[src/rtl/arm_pkg.sv]
// Shared ARM core types: ALU command encodings, NZCV flags, datapath width.
// No logic; types only.
// Imported by the ID/EX boundary and by the EX-stage ALU.
package arm_pkg;

  localparam int DATA_W = 32;

  // ALU command field. Values outside this list are treated as NOP by the ALU.
  typedef enum logic [3:0] {
    EXE_NOP = 4'b0000,
    EXE_MOV = 4'b0001,
    EXE_ADD = 4'b0010,
    EXE_ADC = 4'b0011,
    EXE_SUB = 4'b0100,
    EXE_SBC = 4'b0101,
    EXE_AND = 4'b0110,
    EXE_ORR = 4'b0111,
    EXE_EOR = 4'b1000,
    EXE_MVN = 4'b1001
  } exe_cmd_t;

  // Architectural condition flags, MSB first as in the CPSR.
  typedef struct packed {
    logic n;
    logic z;
    logic c;
    logic v;
  } nzcv_t;

  // True for any command the ALU actually executes.
  function automatic logic is_alu_op(input exe_cmd_t cmd);
    return (cmd >= EXE_MOV) && (cmd <= EXE_MVN);
  endfunction

endpackage

[src/rtl/id_exe_reg_if.sv]
// ID/EX boundary bundle: decoded ID fields in, registered EX fields and flags out.
// No logic; wiring only.
// Hazard control is freeze/flush; there is no valid/ready handshake on this boundary.
interface id_exe_reg_if #(
  parameter int DATA_W = arm_pkg::DATA_W
);

  // Hazard control and ALU flag result
  logic                 freeze;
  logic                 flush;
  arm_pkg::nzcv_t       alu_status;

  // ID-stage fields
  logic                 id_valid;
  logic [DATA_W-1:0]    id_pc;
  arm_pkg::exe_cmd_t    id_exe_cmd;
  logic                 id_mem_r;
  logic                 id_mem_w;
  logic                 id_wb_en;
  logic                 id_b;
  logic                 id_s;
  logic                 id_imm;
  logic [DATA_W-1:0]    id_val_rn;
  logic [DATA_W-1:0]    id_val_rm;
  logic [11:0]          id_shift_op;
  logic [23:0]          id_simm24;
  logic [3:0]           id_dest;
  logic [3:0]           id_src1;
  logic [3:0]           id_src2;

  // EX-stage registered copies
  logic                 ex_valid;
  logic [DATA_W-1:0]    ex_pc;
  arm_pkg::exe_cmd_t    ex_exe_cmd;
  logic                 ex_mem_r;
  logic                 ex_mem_w;
  logic                 ex_wb_en;
  logic                 ex_b;
  logic                 ex_s;
  logic                 ex_imm;
  logic [DATA_W-1:0]    ex_val_rn;
  logic [DATA_W-1:0]    ex_val_rm;
  logic [11:0]          ex_shift_op;
  logic [23:0]          ex_simm24;
  logic [3:0]           ex_dest;
  logic [3:0]           ex_src1;
  logic [3:0]           ex_src2;

  // Flags
  arm_pkg::nzcv_t       status_q;
  arm_pkg::nzcv_t       status_fwd;

  // Pipeline control / ID side
  modport master (
    output freeze, flush, alu_status,
    output id_valid, id_pc, id_exe_cmd, id_mem_r, id_mem_w, id_wb_en, id_b, id_s,
           id_imm, id_val_rn, id_val_rm, id_shift_op, id_simm24, id_dest, id_src1, id_src2,
    input  ex_valid, ex_pc, ex_exe_cmd, ex_mem_r, ex_mem_w, ex_wb_en, ex_b, ex_s,
           ex_imm, ex_val_rn, ex_val_rm, ex_shift_op, ex_simm24, ex_dest, ex_src1, ex_src2,
    input  status_q, status_fwd
  );

  // The ID/EX register itself
  modport slave (
    input  freeze, flush, alu_status,
    input  id_valid, id_pc, id_exe_cmd, id_mem_r, id_mem_w, id_wb_en, id_b, id_s,
           id_imm, id_val_rn, id_val_rm, id_shift_op, id_simm24, id_dest, id_src1, id_src2,
    output ex_valid, ex_pc, ex_exe_cmd, ex_mem_r, ex_mem_w, ex_wb_en, ex_b, ex_s,
           ex_imm, ex_val_rn, ex_val_rm, ex_shift_op, ex_simm24, ex_dest, ex_src1, ex_src2,
    output status_q, status_fwd
  );

endinterface

[src/rtl/status_reg.sv]
// Architectural NZCV register plus the forwarded view used by ID condition checks.
// Latency: status_q 1 cycle after load; status_fwd combinational (0 cycles).
// No backpressure; the caller gates ld_en (stall/valid qualification).
module status_reg
  import arm_pkg::*;
(
  input  logic  clk,
  input  logic  rst,
  input  logic  ld_en,
  input  logic  fwd_sel,
  input  nzcv_t alu_status,
  output nzcv_t status_q,
  output nzcv_t status_fwd
);

  nzcv_t flags_q;

  // Flag register: synchronous active-low clear, load on qualified S-instruction.
  always_ff @(posedge clk) begin
    if (!rst) begin
      flags_q <= '0;
    end else if (ld_en) begin
      flags_q <= alu_status;
    end
  end

  // ID sees the flags the EX instruction is about to commit, removing the flag hazard.
  always_comb begin
    status_fwd = flags_q;
    if (fwd_sel) begin
      status_fwd = alu_status;
    end
  end

  assign status_q = flags_q;

endmodule

[src/rtl/id_exe_reg.sv]
// ID/EX pipeline register of the ARM core; also owns the NZCV status register.
// Latency: 1 cycle ID to EX; status_fwd is combinational.
// Backpressure: freeze holds all contents; flush loads a bubble and overrides freeze.
module id_exe_reg
  import arm_pkg::*;
#(
  parameter int DATA_W = arm_pkg::DATA_W
) (
  input  logic          clk,
  input  logic          rst,
  id_exe_reg_if.slave   bus
);

  logic              valid_q;
  logic [DATA_W-1:0] pc_q;
  exe_cmd_t          exe_cmd_q;
  logic              mem_r_q;
  logic              mem_w_q;
  logic              wb_en_q;
  logic              b_q;
  logic              s_q;
  logic              imm_q;
  logic [DATA_W-1:0] val_rn_q;
  logic [DATA_W-1:0] val_rm_q;
  logic [11:0]       shift_op_q;
  logic [23:0]       simm24_q;
  logic [3:0]        dest_q;
  logic [3:0]        src1_q;
  logic [3:0]        src2_q;

  logic load_bubble;
  logic ctrl_en;
  logic status_ld;
  logic status_sel;

  // Reset and flush both produce an all-zero bubble; reset additionally clears flags.
  assign load_bubble = !rst || bus.flush;

  // An instruction that failed its condition check still flows, but can have no side effects.
  assign ctrl_en = bus.id_valid;

  // Pipeline register: bubble, hold on stall, else capture ID.
  always_ff @(posedge clk) begin
    if (load_bubble) begin
      valid_q    <= 1'b0;
      pc_q       <= '0;
      exe_cmd_q  <= EXE_NOP;
      mem_r_q    <= 1'b0;
      mem_w_q    <= 1'b0;
      wb_en_q    <= 1'b0;
      b_q        <= 1'b0;
      s_q        <= 1'b0;
      imm_q      <= 1'b0;
      val_rn_q   <= '0;
      val_rm_q   <= '0;
      shift_op_q <= '0;
      simm24_q   <= '0;
      dest_q     <= '0;
      src1_q     <= '0;
      src2_q     <= '0;
    end else if (!bus.freeze) begin
      valid_q    <= bus.id_valid;
      pc_q       <= bus.id_pc;
      exe_cmd_q  <= bus.id_exe_cmd;
      mem_r_q    <= bus.id_mem_r  & ctrl_en;
      mem_w_q    <= bus.id_mem_w  & ctrl_en;
      wb_en_q    <= bus.id_wb_en  & ctrl_en;
      b_q        <= bus.id_b      & ctrl_en;
      s_q        <= bus.id_s      & ctrl_en;
      imm_q      <= bus.id_imm;
      val_rn_q   <= bus.id_val_rn;
      val_rm_q   <= bus.id_val_rm;
      shift_op_q <= bus.id_shift_op;
      simm24_q   <= bus.id_simm24;
      dest_q     <= bus.id_dest;
      src1_q     <= bus.id_src1;
      src2_q     <= bus.id_src2;
    end
  end

  // The S-instruction in EX forwards its flags to ID and commits them.
  // A stall keeps it in EX, so the commit waits for the first unstalled edge and happens once.
  // Flush overrides freeze: the instruction in EX is the older one and must not lose its flags,
  // and after the flush EX holds a bubble so there is no second commit.
  assign status_sel = valid_q & s_q;
  assign status_ld  = status_sel & (~bus.freeze | bus.flush);

  status_reg u_status_reg (
    .clk        (clk),
    .rst        (rst),
    .ld_en      (status_ld),
    .fwd_sel    (status_sel),
    .alu_status (bus.alu_status),
    .status_q   (bus.status_q),
    .status_fwd (bus.status_fwd)
  );

  assign bus.ex_valid    = valid_q;
  assign bus.ex_pc       = pc_q;
  assign bus.ex_exe_cmd  = exe_cmd_q;
  assign bus.ex_mem_r    = mem_r_q;
  assign bus.ex_mem_w    = mem_w_q;
  assign bus.ex_wb_en    = wb_en_q;
  assign bus.ex_b        = b_q;
  assign bus.ex_s        = s_q;
  assign bus.ex_imm      = imm_q;
  assign bus.ex_val_rn   = val_rn_q;
  assign bus.ex_val_rm   = val_rm_q;
  assign bus.ex_shift_op = shift_op_q;
  assign bus.ex_simm24   = simm24_q;
  assign bus.ex_dest     = dest_q;
  assign bus.ex_src1     = src1_q;
  assign bus.ex_src2     = src2_q;

endmodule

[src/flat_wrapper.sv]
// flat-port wrapper written by rule: the top's interface ports become plain ports
module id_exe_reg_flat import arm_pkg::*;
#(
  parameter int DATA_W = arm_pkg::DATA_W
)
  (clk, rst, bus_freeze, bus_flush, bus_alu_status, bus_id_valid, bus_id_pc, bus_id_exe_cmd, bus_id_mem_r, bus_id_mem_w, bus_id_wb_en, bus_id_b, bus_id_s, bus_id_imm, bus_id_val_rn, bus_id_val_rm, bus_id_shift_op, bus_id_simm24, bus_id_dest, bus_id_src1, bus_id_src2, bus_ex_valid, bus_ex_pc, bus_ex_exe_cmd, bus_ex_mem_r, bus_ex_mem_w, bus_ex_wb_en, bus_ex_b, bus_ex_s, bus_ex_imm, bus_ex_val_rn, bus_ex_val_rm, bus_ex_shift_op, bus_ex_simm24, bus_ex_dest, bus_ex_src1, bus_ex_src2, bus_status_q, bus_status_fwd);
  id_exe_reg_if #(.DATA_W(DATA_W)) bus_i ();
  input  logic clk;
  input  logic rst;
  input wire logic [$bits(bus_i.freeze)-1:0] bus_freeze;
  input wire logic [$bits(bus_i.flush)-1:0] bus_flush;
  input wire logic [$bits(bus_i.alu_status)-1:0] bus_alu_status;
  input wire logic [$bits(bus_i.id_valid)-1:0] bus_id_valid;
  input wire logic [$bits(bus_i.id_pc)-1:0] bus_id_pc;
  input wire logic [$bits(bus_i.id_exe_cmd)-1:0] bus_id_exe_cmd;
  input wire logic [$bits(bus_i.id_mem_r)-1:0] bus_id_mem_r;
  input wire logic [$bits(bus_i.id_mem_w)-1:0] bus_id_mem_w;
  input wire logic [$bits(bus_i.id_wb_en)-1:0] bus_id_wb_en;
  input wire logic [$bits(bus_i.id_b)-1:0] bus_id_b;
  input wire logic [$bits(bus_i.id_s)-1:0] bus_id_s;
  input wire logic [$bits(bus_i.id_imm)-1:0] bus_id_imm;
  input wire logic [$bits(bus_i.id_val_rn)-1:0] bus_id_val_rn;
  input wire logic [$bits(bus_i.id_val_rm)-1:0] bus_id_val_rm;
  input wire logic [$bits(bus_i.id_shift_op)-1:0] bus_id_shift_op;
  input wire logic [$bits(bus_i.id_simm24)-1:0] bus_id_simm24;
  input wire logic [$bits(bus_i.id_dest)-1:0] bus_id_dest;
  input wire logic [$bits(bus_i.id_src1)-1:0] bus_id_src1;
  input wire logic [$bits(bus_i.id_src2)-1:0] bus_id_src2;
  output wire logic [$bits(bus_i.ex_valid)-1:0] bus_ex_valid;
  output wire logic [$bits(bus_i.ex_pc)-1:0] bus_ex_pc;
  output wire logic [$bits(bus_i.ex_exe_cmd)-1:0] bus_ex_exe_cmd;
  output wire logic [$bits(bus_i.ex_mem_r)-1:0] bus_ex_mem_r;
  output wire logic [$bits(bus_i.ex_mem_w)-1:0] bus_ex_mem_w;
  output wire logic [$bits(bus_i.ex_wb_en)-1:0] bus_ex_wb_en;
  output wire logic [$bits(bus_i.ex_b)-1:0] bus_ex_b;
  output wire logic [$bits(bus_i.ex_s)-1:0] bus_ex_s;
  output wire logic [$bits(bus_i.ex_imm)-1:0] bus_ex_imm;
  output wire logic [$bits(bus_i.ex_val_rn)-1:0] bus_ex_val_rn;
  output wire logic [$bits(bus_i.ex_val_rm)-1:0] bus_ex_val_rm;
  output wire logic [$bits(bus_i.ex_shift_op)-1:0] bus_ex_shift_op;
  output wire logic [$bits(bus_i.ex_simm24)-1:0] bus_ex_simm24;
  output wire logic [$bits(bus_i.ex_dest)-1:0] bus_ex_dest;
  output wire logic [$bits(bus_i.ex_src1)-1:0] bus_ex_src1;
  output wire logic [$bits(bus_i.ex_src2)-1:0] bus_ex_src2;
  output wire logic [$bits(bus_i.status_q)-1:0] bus_status_q;
  output wire logic [$bits(bus_i.status_fwd)-1:0] bus_status_fwd;
  assign bus_i.freeze = bus_freeze;
  assign bus_i.flush = bus_flush;
  assign bus_i.alu_status = bus_alu_status;
  assign bus_i.id_valid = bus_id_valid;
  assign bus_i.id_pc = bus_id_pc;
  assign bus_i.id_exe_cmd = bus_id_exe_cmd;
  assign bus_i.id_mem_r = bus_id_mem_r;
  assign bus_i.id_mem_w = bus_id_mem_w;
  assign bus_i.id_wb_en = bus_id_wb_en;
  assign bus_i.id_b = bus_id_b;
  assign bus_i.id_s = bus_id_s;
  assign bus_i.id_imm = bus_id_imm;
  assign bus_i.id_val_rn = bus_id_val_rn;
  assign bus_i.id_val_rm = bus_id_val_rm;
  assign bus_i.id_shift_op = bus_id_shift_op;
  assign bus_i.id_simm24 = bus_id_simm24;
  assign bus_i.id_dest = bus_id_dest;
  assign bus_i.id_src1 = bus_id_src1;
  assign bus_i.id_src2 = bus_id_src2;
  assign bus_ex_valid = bus_i.ex_valid;
  assign bus_ex_pc = bus_i.ex_pc;
  assign bus_ex_exe_cmd = bus_i.ex_exe_cmd;
  assign bus_ex_mem_r = bus_i.ex_mem_r;
  assign bus_ex_mem_w = bus_i.ex_mem_w;
  assign bus_ex_wb_en = bus_i.ex_wb_en;
  assign bus_ex_b = bus_i.ex_b;
  assign bus_ex_s = bus_i.ex_s;
  assign bus_ex_imm = bus_i.ex_imm;
  assign bus_ex_val_rn = bus_i.ex_val_rn;
  assign bus_ex_val_rm = bus_i.ex_val_rm;
  assign bus_ex_shift_op = bus_i.ex_shift_op;
  assign bus_ex_simm24 = bus_i.ex_simm24;
  assign bus_ex_dest = bus_i.ex_dest;
  assign bus_ex_src1 = bus_i.ex_src1;
  assign bus_ex_src2 = bus_i.ex_src2;
  assign bus_status_q = bus_i.status_q;
  assign bus_status_fwd = bus_i.status_fwd;
  id_exe_reg #(.DATA_W(DATA_W)) u_core (.clk(clk), .rst(rst), .bus(bus_i));
endmodule
[config.mk]
export PLATFORM = sky130hd
export DESIGN_NAME = id_exe_reg_flat
export DESIGN_NICKNAME = d
export VERILOG_FILES = /design/src/rtl/arm_pkg.sv /design/src/rtl/id_exe_reg_if.sv /design/src/rtl/status_reg.sv /design/src/rtl/id_exe_reg.sv /design/src/flat_wrapper.sv
export SDC_FILE = /design/constraint.sdc
export NUM_CORES = 1
export LEC_CHECK = 0
export ABC_AREA = 1
export BUFFER_PORTS_ARGS = -buffer_cell sky130_fd_sc_hd__buf_2
export CAP_MARGIN = 25
export CELL_PAD_IN_SITES_DETAIL_PLACEMENT = 1
export CELL_PAD_IN_SITES_GLOBAL_PLACEMENT = 2
export CORE_MARGIN = 2
export CORE_UTILIZATION = 20
export DETAILED_ROUTE_END_ITERATION = 10
export PLACE_DENSITY_LB_ADDON = 0.3
export SYNTH_ARGS = -nofsm -noshare
export SYNTH_HDL_FRONTEND = slang
export SYNTH_SLANG_ARGS = --single-unit
[constraint.sdc]
create_clock -name clk -period 0.9 [get_ports clk]
set_input_delay 0.18 -clock clk [delete_from_list [all_inputs] [get_ports clk]]
set_output_delay 0.18 -clock clk [all_outputs]
set_load 0.03 [all_outputs]
==> results.sh <==
export IMPL_status="finished with violations"
export IMPL_violations="setup timing"
export IMPL_synth_top_area_share_pct=56.3
export IMPL_period_needed_ns=1.42
export IMPL_setup_viol=167
export IMPL_cp_arrival_ns=1.24
export IMPL_async_flop_share_pct=0
export IMPL_yosysMostFrequentCell="nand2_1"
export IMPL_multi_input_area_um2=2150
export IMPL_cts_tree="built"
export IMPL_relSlewSlack_pct=87.9
export IMPL_cellPowerDensity_nw_per_um2=1490
export IMPL_maxSlewViolCount=0
export IMPL_place_ws_ns=-0.165
export IMPL_io_buffers=325
export IMPL_synthTopCellsByArea="dfxtp_1, nand2_1, a21oi_1, buf_6, buf_2"
export IMPL_die_area_um2=29600
export IMPL_synth_area_um2=5650
export IMPL_die_y_um=172
export IMPL_syn_num_nets=875
export IMPL_drv_cap=0
export IMPL_regArea_um2=3390
export IMPL_clock_sinks=159
export IMPL_fin_crit_sh_pct=158
export IMPL_area_delta_synth_final_pct=110
export IMPL_fillCellCount=3326
export IMPL_antenna_found_initial=1
export IMPL_routed_wl_um=24900
export IMPL_ir_drop_mv=0.807
export IMPL_yosys_warnings=0
export IMPL_synth_cells=712
export IMPL_power_leakage_nw=5.28
export IMPL_yosys_most_used_dff="dfxtp_1"
export IMPL_avgSynthCellArea_um2=7.94
export IMPL_start_util_pct=20.3
export IMPL_clkLatencyLatePin_ns=0.42
export IMPL_wire_per_inst_um=15.1
export IMPL_ios=326
export IMPL_critPathCaptureType="primary output"
export IMPL_cts_buffers=17
export IMPL_yosysSeqAreaShare_pct=56.3
export IMPL_critPathMaxFanout=6
export IMPL_drcViolationCount=0
export IMPL_routabilityCongestion=0.732
export IMPL_gr_total_overflow=0
export IMPL_grt_start_max_net_pins=22
export IMPL_path_class="reg2out"
export IMPL_cp_required_ns=0.72
export IMPL_hold_viol=0
export IMPL_vias_per_cell=4.06
export IMPL_dp_hpwl_um=16500
export IMPL_row_count=61
export IMPL_fin_worst_skew_ns=0.00715
export IMPL_fp_coreArea_um2=27800
export IMPL_ys_top_cells_by_count="nand2_1, dfxtp_1, a21oi_1"
export IMPL_grt_pass1_wl_um=38000
export IMPL_synth_edf_count=0
export IMPL_htree_levels=4
export IMPL_postLayoutCoreUtil_pct=42.8
export IMPL_cts_root_buf="clkbuf_16"
export IMPL_drt_iter0_markers=180
export IMPL_synth_distinct_cells=12
export IMPL_grt_usage_pct=16.5
export IMPL_fin_ws_ns=-0.521
export IMPL_max_freq_mhz=704
export IMPL_finalNetCount=1424
export IMPL_rsz0062_at_grt="yes"
export IMPL_postRouteAntennaNets=0
export IMPL_clkTransAtPathRegs_ns=0.07
export IMPL_grt_pass1_vias=7312
export IMPL_finalPower_mw=17.7
export IMPL_cts_buffer_depth=2
export IMPL_hold_class="in2reg"
export IMPL_synth_largest_area_cell="dfxtp_1"
export IMPL_drive_above_1_share_pct=49.7
export IMPL_ys_seq_elements=159
export IMPL_via_count=6708
export IMPL_tightestPinTransition_ns=0.181
export IMPL_die_width_um=172
export IMPL_drtPass1Iterations=4
export IMPL_cp_start_kind="register"
[worst max-delay path, cell delays in order, from the launching register on]
cell     delay, ns
dfxtp_4       0.38
nand2_8       0.09
inv_8         0.10
nand2_4       0.05
o21ai_4       0.05
buf_6         0.15
[cells by family (layout without fill, tap and decap cells)]
family / after synthesis / after routing / share of synthesized area [%]
AO/OA/AOI/OAI: 160 / 160 / 14.2
buffers and inverters: 59 / 621 / 7.28
flip-flops: 159 / 159 / 56.3
other: 0 / 1 / 0
AND/OR/NAND/NOR: 334 / 334 / 22.2
[final timing paths]
path / startpoint / to / slack (ns) / cells after the start
worst min-delay path: bus_id_val_rm[0] / u_core.bus.ex_val_rm[0] / 0.02 / 3
worst max register to register: u_core.bus.ex_s / u_core.u_status_reg.status_q[1] / -0.31 / 9
worst min register to register: u_core.bus.ex_pc[22] / u_core.bus.ex_pc[22] / 0.46 / 2
worst max-delay path: u_core.bus.ex_s / bus_status_fwd[2] / -0.52 / 5
[layout by cell type, fill, tap and decap left out, drive strengths merged]
cell | netlist | layout
buf | 50 | 431
dlygate4sd3 | 0 | 150
inv | 7 | 12
nand2 | 322 | 322
nand3 | 2 | 2
clkinvlp | 0 | 3
dfxtp | 159 | 159
nor2 | 10 | 10
a21oi | 156 | 156
bufinv | 0 | 1
clkinv | 1 | 4
clkbuf | 1 | 20
diode | 0 | 1
o21ai | 4 | 4
[area by class of cell]
cell class | count | share of cell area [%]
Antenna cell | 1 | 0.0210
Tap cell | 378 | 3.98
Timing Repair Buffer | 581 | 44.2
Clock inverter | 12 | 1.05
Inverter | 8 | 0.337
Sequential cell | 159 | 28.5
Multi-Input combinational cell | 494 | 18.1
Clock buffer | 20 | 3.84
[registers in the layout, summed over array words and instances (netlist names)]
name / cells
u_core.bus.ex_pc: 32
u_core.bus.ex_val_rm: 32
u_core.bus.ex_val_rn: 32
u_core.bus.ex_simm24: 24
u_core.bus.ex_shift_op: 12
u_core.bus.ex_dest: 4
u_core.bus.ex_exe_cmd: 4
u_core.bus.ex_src1: 4
u_core.bus.ex_src2: 4
u_core.u_status_reg.status_q: 4
u_core.bus.ex_b: 1
u_core.bus.ex_imm: 1
u_core.bus.ex_mem_r: 1
u_core.bus.ex_mem_w: 1
u_core.bus.ex_s: 1
u_core.bus.ex_valid: 1
u_core.bus.ex_wb_en: 1
[report_power, final]
| part | leakage [nW] | internal [mW] | switching, mW |
|---|---|---|---|
| Sequential | 1.37 | 7.29 | 0.157 |
| Combinational | 3.64 | 1.60 | 1.41 |
| Clock | 0.276 | 4.03 | 3.24 |
[timing repair]
item                                    4_1_cts  5_1_grt
hold buffers                                150        0
hold endpoints to repair                    150        0
gates resized for setup                     489        4
endpoints found under the setup margin      166      168
pin swaps                                     1        2
setup buffers                                18       26
[per-stage QoR]
step	hold slack, ns	instance area, um2	TNS, ns	std cells
after global placement	0.426	8230	-11.35	1427
after global routing	0.00618	11900	-37.88	1653
final	0.0178	11900	-29.88	1653
after detailed placement	0.431	8230	-14.20	1427
after floorplan	0.293	5740	-0.218	712
after CTS	0.000177	11700	-34.64	1627
[layer usage]
metal | part of all wire [%] | GRT usage, %
met5 | 0 | 0
met2 | 51 | 29.9
met1 | 39 | 17.9
met4 | 1.4 | 4.09
met3 | 8.4 | 6.32
(Power assumes the default switching activity.)
